**config.mk**
```make
export PLATFORM = sky130hd
export DESIGN_NAME = fnd_scan_ctrl
export DESIGN_NICKNAME = d
export VERILOG_FILES = /design/src/rtl/fnd_scan_ctrl.sv
export SDC_FILE = /design/constraint.sdc
export NUM_CORES = 1
export LEC_CHECK = 0
export ABC_AREA = 0
export BUFFER_PORTS_ARGS = -buffer_cell sky130_fd_sc_hd__buf_2
export CAP_MARGIN = 20
export CORE_ASPECT_RATIO = 0.5
export CORE_MARGIN = 2
export CORE_UTILIZATION = 53
export CTS_BUF_LIST = sky130_fd_sc_hd__clkbuf_4
export DETAILED_ROUTE_END_ITERATION = 12
export HOLD_SLACK_MARGIN = 0.15
export PLACE_DENSITY = 0.74
export SETUP_SLACK_MARGIN = 0.15
export SKIP_LAST_GASP = 1
export SYNTH_ARGS = -nofsm -noshare
export SYNTH_HDL_FRONTEND = slang
export SYNTH_SLANG_ARGS = --single-unit
```
**constraint.sdc**
```tcl
create_clock -name clk -period 5.5 [get_ports clk]
set_input_delay 1.1 -clock clk [delete_from_list [all_inputs] [get_ports clk]]
set_output_delay 1.1 -clock clk [all_outputs]
set_load 0.005 [all_outputs]
```
**src/rtl/fnd_scan_ctrl.sv**
```systemverilog
// Time-multiplexed 7-segment scan controller: one digit per slot, blanking gap at slot start,
// double-buffered display value swapped only at frame boundaries, optional leading-zero blanking.
module fnd_scan_ctrl #(
  parameter int DIGITS = 4,
  parameter int DIV    = 50000,
  parameter int BLANK  = 500
) (
  input  logic                  clk,
  input  logic                  rst,
  input  logic                  load,
  input  logic [4*DIGITS-1:0]   value,
  input  logic                  lzb_en,
  output logic [3:0]            number,
  output logic [DIGITS-1:0]     digit_en,
  output logic                  frame_done,
  output logic                  pending
);

  localparam int CW = (DIV > 1) ? $clog2(DIV) : 1;
  localparam int IW = (DIGITS > 1) ? $clog2(DIGITS) : 1;

  logic [CW-1:0]         cnt_q, cnt_d;
  logic [IW-1:0]         idx_q, idx_d;
  logic [4*DIGITS-1:0]   shadow_q, shadow_d;
  logic [4*DIGITS-1:0]   staged_q, staged_d;
  logic                  pending_q, pending_d;
  logic [3:0]            number_q, number_d;
  logic [DIGITS-1:0]     digit_en_q, digit_en_d;
  logic                  frame_done_q, frame_done_d;

  logic                  slot_end, wrap, boundary, zero_above, cur_blank;
  logic [DIGITS-1:0]     lz_blank;

  always_comb begin
    slot_end = (cnt_q == CW'(DIV - 1));
    wrap     = (idx_q == IW'(DIGITS - 1));
    boundary = slot_end && wrap;

    cnt_d = slot_end ? '0 : cnt_q + CW'(1);
    idx_d = idx_q;
    if (slot_end) idx_d = wrap ? '0 : idx_q + IW'(1);

    staged_d  = load ? value : staged_q;
    pending_d = pending_q | load;
    shadow_d  = shadow_q;
    // A load in the boundary cycle bypasses staging so it lands in the very next frame.
    if (boundary) begin
      if (load)           shadow_d = value;
      else if (pending_q) shadow_d = staged_q;
      pending_d = 1'b0;
    end

    // Digit k is a leading zero when it and every more-significant nibble are zero.
    lz_blank   = '0;
    zero_above = 1'b1;
    for (int k = DIGITS - 1; k >= 0; k--) begin
      zero_above  = zero_above && (shadow_q[4*k +: 4] == 4'h0);
      lz_blank[k] = (k != 0) && zero_above && lzb_en;
    end

    number_d  = '0;
    cur_blank = 1'b0;
    for (int k = 0; k < DIGITS; k++) begin
      if (idx_q == IW'(k)) begin
        number_d  = shadow_q[4*k +: 4];
        cur_blank = lz_blank[k];
      end
    end

    digit_en_d = '1;
    if (!(cnt_q < CW'(BLANK)) && !cur_blank) begin
      for (int k = 0; k < DIGITS; k++) begin
        if (idx_q == IW'(k)) digit_en_d[k] = 1'b0;
      end
    end

    frame_done_d = boundary;
  end

  always_ff @(posedge clk) begin
    if (rst) begin
      cnt_q        <= '0;
      idx_q        <= '0;
      shadow_q     <= '0;
      staged_q     <= '0;
      pending_q    <= 1'b0;
      number_q     <= 4'h0;
      digit_en_q   <= '1;
      frame_done_q <= 1'b0;
    end else begin
      cnt_q        <= cnt_d;
      idx_q        <= idx_d;
      shadow_q     <= shadow_d;
      staged_q     <= staged_d;
      pending_q    <= pending_d;
      number_q     <= number_d;
      digit_en_q   <= digit_en_d;
      frame_done_q <= frame_done_d;
    end
  end

  assign number     = number_q;
  assign digit_en   = digit_en_q;
  assign frame_done = frame_done_q;
  assign pending    = pending_q;

endmodule

```
==> results_dict.tcl, run 1 <==
set metrics [dict create \
    drive_above_1_share_pct 23.1 \
    routed.top_layer "met4" \
    crit_end "shadow_q[14]$_SDFFE_PP0P_" \
    fp.coreArea_sq_mm 0.00451 \
    reg2reg_depth 4 \
    postCtsHoldBufs 0 \
    viasPerCell 5.12 \
    wl_met1_mm 2.20 \
    area_delta_synth_final_pct 11.5 \
    seqCellArea_sq_mm 0.00120 \
    fin_nets 306 \
    num_rows 17 \
    synth_top_area_cell "dfxtp_1" \
    grt_pass1_wl_mm 7.49 \
    slew_viol_final 0 \
    synth_area_leaders "dfxtp_1 47%, mux2i_1 6.3%, mux2_4 5.9%" \
    wl_met3_um 191 \
    rr_startpoint "cnt_q[10]$_SDFF_PP0_" \
    powerDensity_mw_per_mm2 289 \
    cts_setup_buffers 0 \
    hold_depth 1 \
    yosysWarnings 0 \
    p_leak_uw 0.00120 \
    cp.required_ns 5.78 \
    multi_input_comb_area_sq_mm 0.00125 \
    critPathMostFrequentCell "or4_4" \
    drtIter0Drc 60 \
    cts.sinks 60 \
    finalWirelength_mm 4.49 \
    clkTransAtPathRegs_ns 0.09 \
    grt_overflow 0 \
    finish.utilization_pct 63.0 \
    setup_viol 0 \
    cp-end-kind "flop" \
    n_fill_cell 377 \
    ys.flop_type "dfxtp_1" \
    max-slew-margin-rel_pct 43.6 \
    ios 30 \
    worst_hold_path_type "reg2reg" \
    hpwl_mm 3.10 \
    rsz0062_at_grt "no" \
    numCtsBuffers 9 \
    timing.critical_path.from "cnt_q[10]$_SDFF_PP0_" \
    grt_pass1_vias 1635 \
    portBuffers 29 \
    die_y_um 53.0 \
    status "finished clean" \
    ys_ff_latch 60 \
    start_util_pct 56.5 \
    root_buffer "clkbuf_4" \
    skew_ns 0.0103 \
    r2r_setup_slack_ns 2.80 \
    cts_tree "done" \
    track_usage_pct 18.7 \
    cts_resized 0 \
    syn_inst 257 \
    synth_top_cell_area_share_pct 47.2 \
    vias 1801 \
    antenna_found_initial 0 \
    r2r_end "shadow_q[14]$_SDFFE_PP0P_" \
    start_kind "flop" \
    critPathMaxStageDelay_ns 0.73 \
    finalHoldViolations 0 \
    cp_data_arrival_time_ns 2.98 \
    seq_area_frac_synth_pct 47.2 \
    worst_pin_slew_ns 0.845 \
    synth_edf_count 0 \
    worstSetupPathType "reg2reg" \
    route.detailed.wl_per_inst_um 12.8 \
    dieArea_sq_mm 0.00541 \
    remaining_drc_errors 0 \
    synth_most_common_cell "dfxtp_1" \
    post-route-period-util_pct 49.0 \
    chipWidth_um 102 \
    ir_drop_mv 0.221 \
    async_flop_share_pct 0 \
    drtPass1Iterations 5 \
    gp_congestion 0.821 \
    wl_met2_mm 2.04 \
    critPathMaxFanout 16 \
    diodes 0 \
    synth_area_sq_mm 0.00255 \
    synth_area_per_cell_sq_um 9.91 \
    grt_max_degree 45 \
    netlist_top_cells_count "60 x dfxtp_1, 36 x nor2_1, 17 x nor2b_1" \
    syn_nets 282 \
    path_cells "or4_4, or4_4, or3b_1, mux2_4" \
    clk_latency_ns 0.39 \
    fin_setup_tns_ns 0 \
    maxCapViolCount 0 \
    ant_nets 0 \
    synth_cell_types 36 \
    cp_slowest_cell "or3b_1" \
    clock_tree.buffer_depth 2 \
    cts.htree.levels 3 \
    min_from "cnt_q[0]$_SDFF_PP0_" \
    fmax_mhz 371 \
    finalCriticalPeriod_ns 2.70 \
]
[logic make-up after synthesis]
family                   Yosys count  share of synthesized area [%]
AO/OA/AOI/OAI                     18                           4.03
XOR/XNOR                          14                           4.81
adder cells (fa/ha/maj)            5                           2.46
buffers and inverters             19                           3.88
flip-flops                        60                           47.2
multiplexers                      32                           14.8
AND/OR/NAND/NOR                  109                           22.8
[cell usage in the layout (no fill, tap or decap), drive strengths merged]
| cell | count |
|---|---|
| or3b | 2 |
| nor2 | 36 |
| o22ai | 4 |
| nand2 | 15 |
| a211oi | 2 |
| nand4 | 7 |
| mux2i | 16 |
| clkbuf | 10 |
| ha | 5 |
| and2 | 2 |
| dfxtp | 60 |
| or2 | 1 |
| or3 | 2 |
| inv | 3 |
| buf | 29 |
| clkinv | 4 |
| nor2b | 17 |
| nand3b | 4 |
| and3 | 1 |
| nor4 | 5 |
| nand4b | 1 |
| o211ai | 1 |
| or4 | 2 |
| and4 | 5 |
| xor2 | 11 |
| bufinv | 2 |
| xnor2 | 3 |
| mux2 | 16 |
| a21oi | 11 |
| nand3 | 8 |
| nand2b | 1 |
[worst min path at each step]
stage / end
finish: cnt_q[0]$_SDFF_PP0_
global route: number[1]$_SDFF_PP0_
CTS: cnt_q[0]$_SDFF_PP0_
detailed placement: cnt_q[0]$_SDFF_PP0_
global placement: cnt_q[0]$_SDFF_PP0_
floorplan: cnt_q[0]$_SDFF_PP0_
[final cells by class]
class	count	area share [%]
clock buffers	10	2.64
clock inverters	6	2.77
inverters	3	0.396
multi-input cells	178	43.9
flip-flops and latches	60	42.3
well taps	66	2.91
repair buffers	29	5.11
[worst max-delay path: cells and delay by family (launching register included)]
family / cells / cell delay [ns]
flip-flops: 1 / 0.36
multiplexers: 1 / 0.43
AND/OR/NAND/NOR: 3 / 1.80
[registers in the layout, summed over array words and instances, names as in the netlist]
signal      cells
shadow_q       16
digit_en        4
frame_done      1
number          4
pending         1
cnt_q          16
staged_q       16
idx_q           2
[power breakdown]
| part | total (uW) | internal (uW) | switching [uW] | leakage [uW] |
|---|---|---|---|---|
| Sequential | 447 | 443 | 3.95 | 0.000488 |
| Clock | 339 | 186 | 154 | 0.0000876 |
| Combinational | 33.8 | 14.8 | 19.0 | 0.000626 |
| Total | 821 | 644 | 177 | 0.00120 |
[per-layer routing]
metal	up-vias	GRT usage (%)
met2	36	29.8
met3	9	6.34
met1	821	23.2
met4	0	8.00
li1	935	-
met5	-	0
[per-stage QoR]
stage          cell area, sq um  hold slack (ns)  setup WS, ns  std cells  total power, uW
6_report                   2840            0.465          2.80        352              821
5_1_grt                    2840            0.507          2.72        352              855
4_1_cts                    2840            0.475          2.78        352              829
3_5_place_dp               2690            0.452          2.53        336              492
3_3_place_gp               2690            0.437          2.59        336              490
2_1_floorplan              2550            0.426          2.91        257              480
Power figures use the tool's default switching activity.
==> run 2: changes to the inputs <==
--- a/config.mk
+++ b/config.mk
@@ -5,7 +5,7 @@
 export SDC_FILE = /design/constraint.sdc
 export NUM_CORES = 1
 export LEC_CHECK = 0
-export ABC_AREA = 0
+export ABC_AREA = 1
 export BUFFER_PORTS_ARGS = -buffer_cell sky130_fd_sc_hd__buf_2
 export CAP_MARGIN = 20
 export CORE_ASPECT_RATIO = 0.5
@@ -14,7 +14,7 @@
 export CTS_BUF_LIST = sky130_fd_sc_hd__clkbuf_4
 export DETAILED_ROUTE_END_ITERATION = 12
 export HOLD_SLACK_MARGIN = 0.15
-export PLACE_DENSITY = 0.74
+export PLACE_DENSITY = 0.76
 export SETUP_SLACK_MARGIN = 0.15
 export SKIP_LAST_GASP = 1
 export SYNTH_ARGS = -nofsm -noshare
==> constraint.sdc (replaced) <==
create_clock -name clk -period 2.3 [get_ports clk]
set_input_delay 0.46 -clock clk [delete_from_list [all_inputs] [get_ports clk]]
set_output_delay 0.46 -clock clk [all_outputs]
set_load 0.005 [all_outputs]
==> results_dict.tcl, run 2 <==
set metrics [dict create \
    r2r_setup_slack_ns 0.59 \
    portBuffers 29 \
    clock_tree.buffer_depth 2 \
    worst_hold_path_type "in2reg" \
    cp_slowest_cell "nand2_1" \
    rr_startpoint "cnt_q[0]$_SDFF_PP0_" \
    ant_nets 0 \
    worst_pin_slew_ns 0.529 \
    synth_top_area_cell "dfxtp_1" \
    maxCapViolCount 0 \
    fin_setup_tns_ns 0 \
    ir_drop_mv 0.399 \
    setup_viol 0 \
    slew_viol_final 0 \
    finalPower_uw 2030 \
    yosysWarnings 0 \
    postCtsHoldBufs 0 \
    path_cells "ha_1, nand2_1, nor2_1, nand3_1, nor2_2, inv_1, nand2_1, nor3b_1" \
    ys.flop_type "dfxtp_1" \
    num_rows 18 \
    reg2reg_depth 8 \
    max-slew-margin-rel_pct 64.6 \
    netlist_top_cells_count "65 x nand2_1, 60 x dfxtp_1, 57 x inv_1" \
    seq_area_frac_synth_pct 43.9 \
    synth_fa_ha_area_share_pct 2.28 \
    chipWidth_um 106 \
    layout_common_cells "65 x nand2_1, 60 x dfxtp_1, 57 x inv_1" \
    rsz0062_at_grt "no" \
    drtIter0Drc 87 \
    cts.htree.levels 3 \
    cts_setup_buffers 0 \
    synth_area_per_cell_sq_um 7.44 \
    skew_ns 0.0144 \
    viasPerCell 5.12 \
    status "finished clean" \
    async_flop_share_pct 0 \
    finalCriticalPeriod_ns 1.71 \
    synth_area_sq_mm 0.00274 \
    gr-usage-met2_pct 38.1 \
    syn_nets 393 \
    area_delta_synth_final_pct 11.3 \
    p_leak_uw 0.00127 \
    r2r_end "cnt_q[2]$_SDFF_PP0_" \
    synth_most_common_cell "nand2_1" \
    crit_family "simple AND/OR/NAND/NOR gates" \
    drive_above_1_share_pct 13.6 \
    synth_compound_area_share_pct 12.0 \
    start_kind "flop" \
    syn_inst 368 \
    synthMuxAreaShare_pct 0 \
    grt_max_degree 39 \
    reg_top3 "cnt_q (16), shadow_q (16), staged_q (16)" \
    route.detailed.wl_per_inst_um 12.3 \
    numCtsBuffers 9 \
    die_y_um 54.8 \
    cts_resized 0 \
    cts.sinks 60 \
    grt_pass1_wl_mm 9.60 \
    timing.critical_path.from "cnt_q[0]$_SDFF_PP0_" \
    synth_top_family_by_area "simple AND/OR/NAND/NOR gates" \
    crit_buf_inv 1 \
    clk_latency_ns 0.42 \
    clkTransAtPathRegs_ns 0.09 \
    fp.coreArea_sq_mm 0.00495 \
    diodes 0 \
    synthSimpleGateAreaFrac_pct 27.3 \
    drtPass1Iterations 4 \
    gp_congestion 0.874 \
    grt_pass1_vias 2188 \
    critPathMaxStageDelay_ns 0.40 \
    synth_top_cell_area_share_pct 43.9 \
    root_buffer "clkbuf_4" \
    start_util_pct 55.3 \
    antenna_found_initial 0 \
    synth_xor_area_share_pct 2.24 \
    track_usage_pct 21.6 \
    grt_overflow 0 \
    fmax_mhz 584 \
    top_usage_layer "met2" \
    crit_end "cnt_q[2]$_SDFF_PP0_" \
    cp.depth 8 \
    remaining_drc_errors 0 \
    post-route-period-util_pct 74.5 \
    ys_ff_latch 60 \
    grt_util_met3_pct 7.86 \
    cp.required_ns 2.58 \
    layout_commonest_cell "nand2_1" \
    finalWirelength_mm 5.84 \
    cp-end-kind "flop" \
    worstSetupPathType "reg2reg" \
    dieArea_sq_mm 0.00579 \
    powerDensity_mw_per_mm2 665 \
    vias 2422 \
    cts_tree "done" \
    synth_cell_types 29 \
    finalHoldViolations 0 \
    critPathMaxFanout 16 \
    critPathMostFrequentCell "nand2_1" \
    fin_nets 423 \
    cp_data_arrival_time_ns 1.99 \
    hpwl_mm 4.16 \
    synth_area_leaders "dfxtp_1 44%, nand2_1 8.9%, inv_1 7.8%" \
    synth_edf_count 0 \
    ios 30 \
    grtUsageMet1_pct 25.3 \
]
==> run 2: changes by cell type after synthesis, moves of 6 or more <==
cell | previous run | this run
inv_1 | 3 | 57
nand2_1 | 15 | 65
a21oi_1 | 11 | 30
nor2b_1 | 17 | 0
mux2i_1 | 16 | 0
o21a_1 | 0 | 16
nand4_1 | 7 | 22
mux2_4 | 10 | 0
nand3_1 | 8 | 17
nor2_1 | 36 | 45
o21ai_0 | 0 | 9
mux2_2 | 6 | 0
==> run 2: power by group <==
group / leakage [uW] / internal, uW / total [uW] / switching [uW]
clock: 0.0000756 / 434 / 833 / 399
combinational: 0.000710 / 49.1 / 121 / 71.8
sequential: 0.000488 / 1060 / 1070 / 9.51
total: 0.00127 / 1550 / 2030 / 480
==> run 2: through the flow <==
step                instances  util (%)  hold slack, ns  area, sq um  worst slack [ns]
finish                    473      61.5           0.395         3050             0.587
floorplan                 368         -           0.417         2740             0.852
CTS                       473      61.5           0.373         3050             0.585
global placement          457      58.3           0.427         2890             0.674
global route              473      61.5           0.368         3050             0.368
detailed placement        457      58.3           0.443         2890             0.600
==> run 2: cell type report <==
cell class,instances,area (sq um)
repair buffers,34,183
clock inverters,7,91.3
inverters,58,218
flip-flops and latches,60,1200
multi-input cells,235,1200
fillers,449,1910
clock buffers,9,67.6
well taps,70,87.6
==> run 2: per-layer routing <==
layer,wire length (um),vias up
met2,2770,71
li1,-,1241
met4,75,0
met3,382,8
met5,0,-
met1,2610,1102
==> run 2: worst min-delay path by stage <==
stage | slack [ns] | startpoint | cells past startpoint | endpoint
4_1_cts | 0.37 | rst | 4 | number[1]$_SDFF_PP0_
3_3_place_gp | 0.43 | cnt_q[0]$_SDFF_PP0_ | 1 | cnt_q[0]$_SDFF_PP0_
3_5_place_dp | 0.44 | cnt_q[0]$_SDFF_PP0_ | 1 | cnt_q[0]$_SDFF_PP0_
6_report | 0.40 | rst | 4 | number[1]$_SDFF_PP0_
2_1_floorplan | 0.42 | cnt_q[0]$_SDFF_PP0_ | 1 | cnt_q[0]$_SDFF_PP0_
5_1_grt | 0.37 | rst | 4 | number[1]$_SDFF_PP0_
==> run 2: logic make-up (layout without fill, tap and decap cells) <==
kind of cell	Yosys count	after routing
simple gates	166	166
buf+inv	73	108
flops	60	60
compound gates	57	57
xor+xnor	7	7
fa+ha+maj	5	5
==> run 2: worst min-delay path, cell delays in order <==
cell and delay [ns]:
buf_2 0.09, inv_1 0.08, o21ai_0 0.09, a21oi_1 0.05
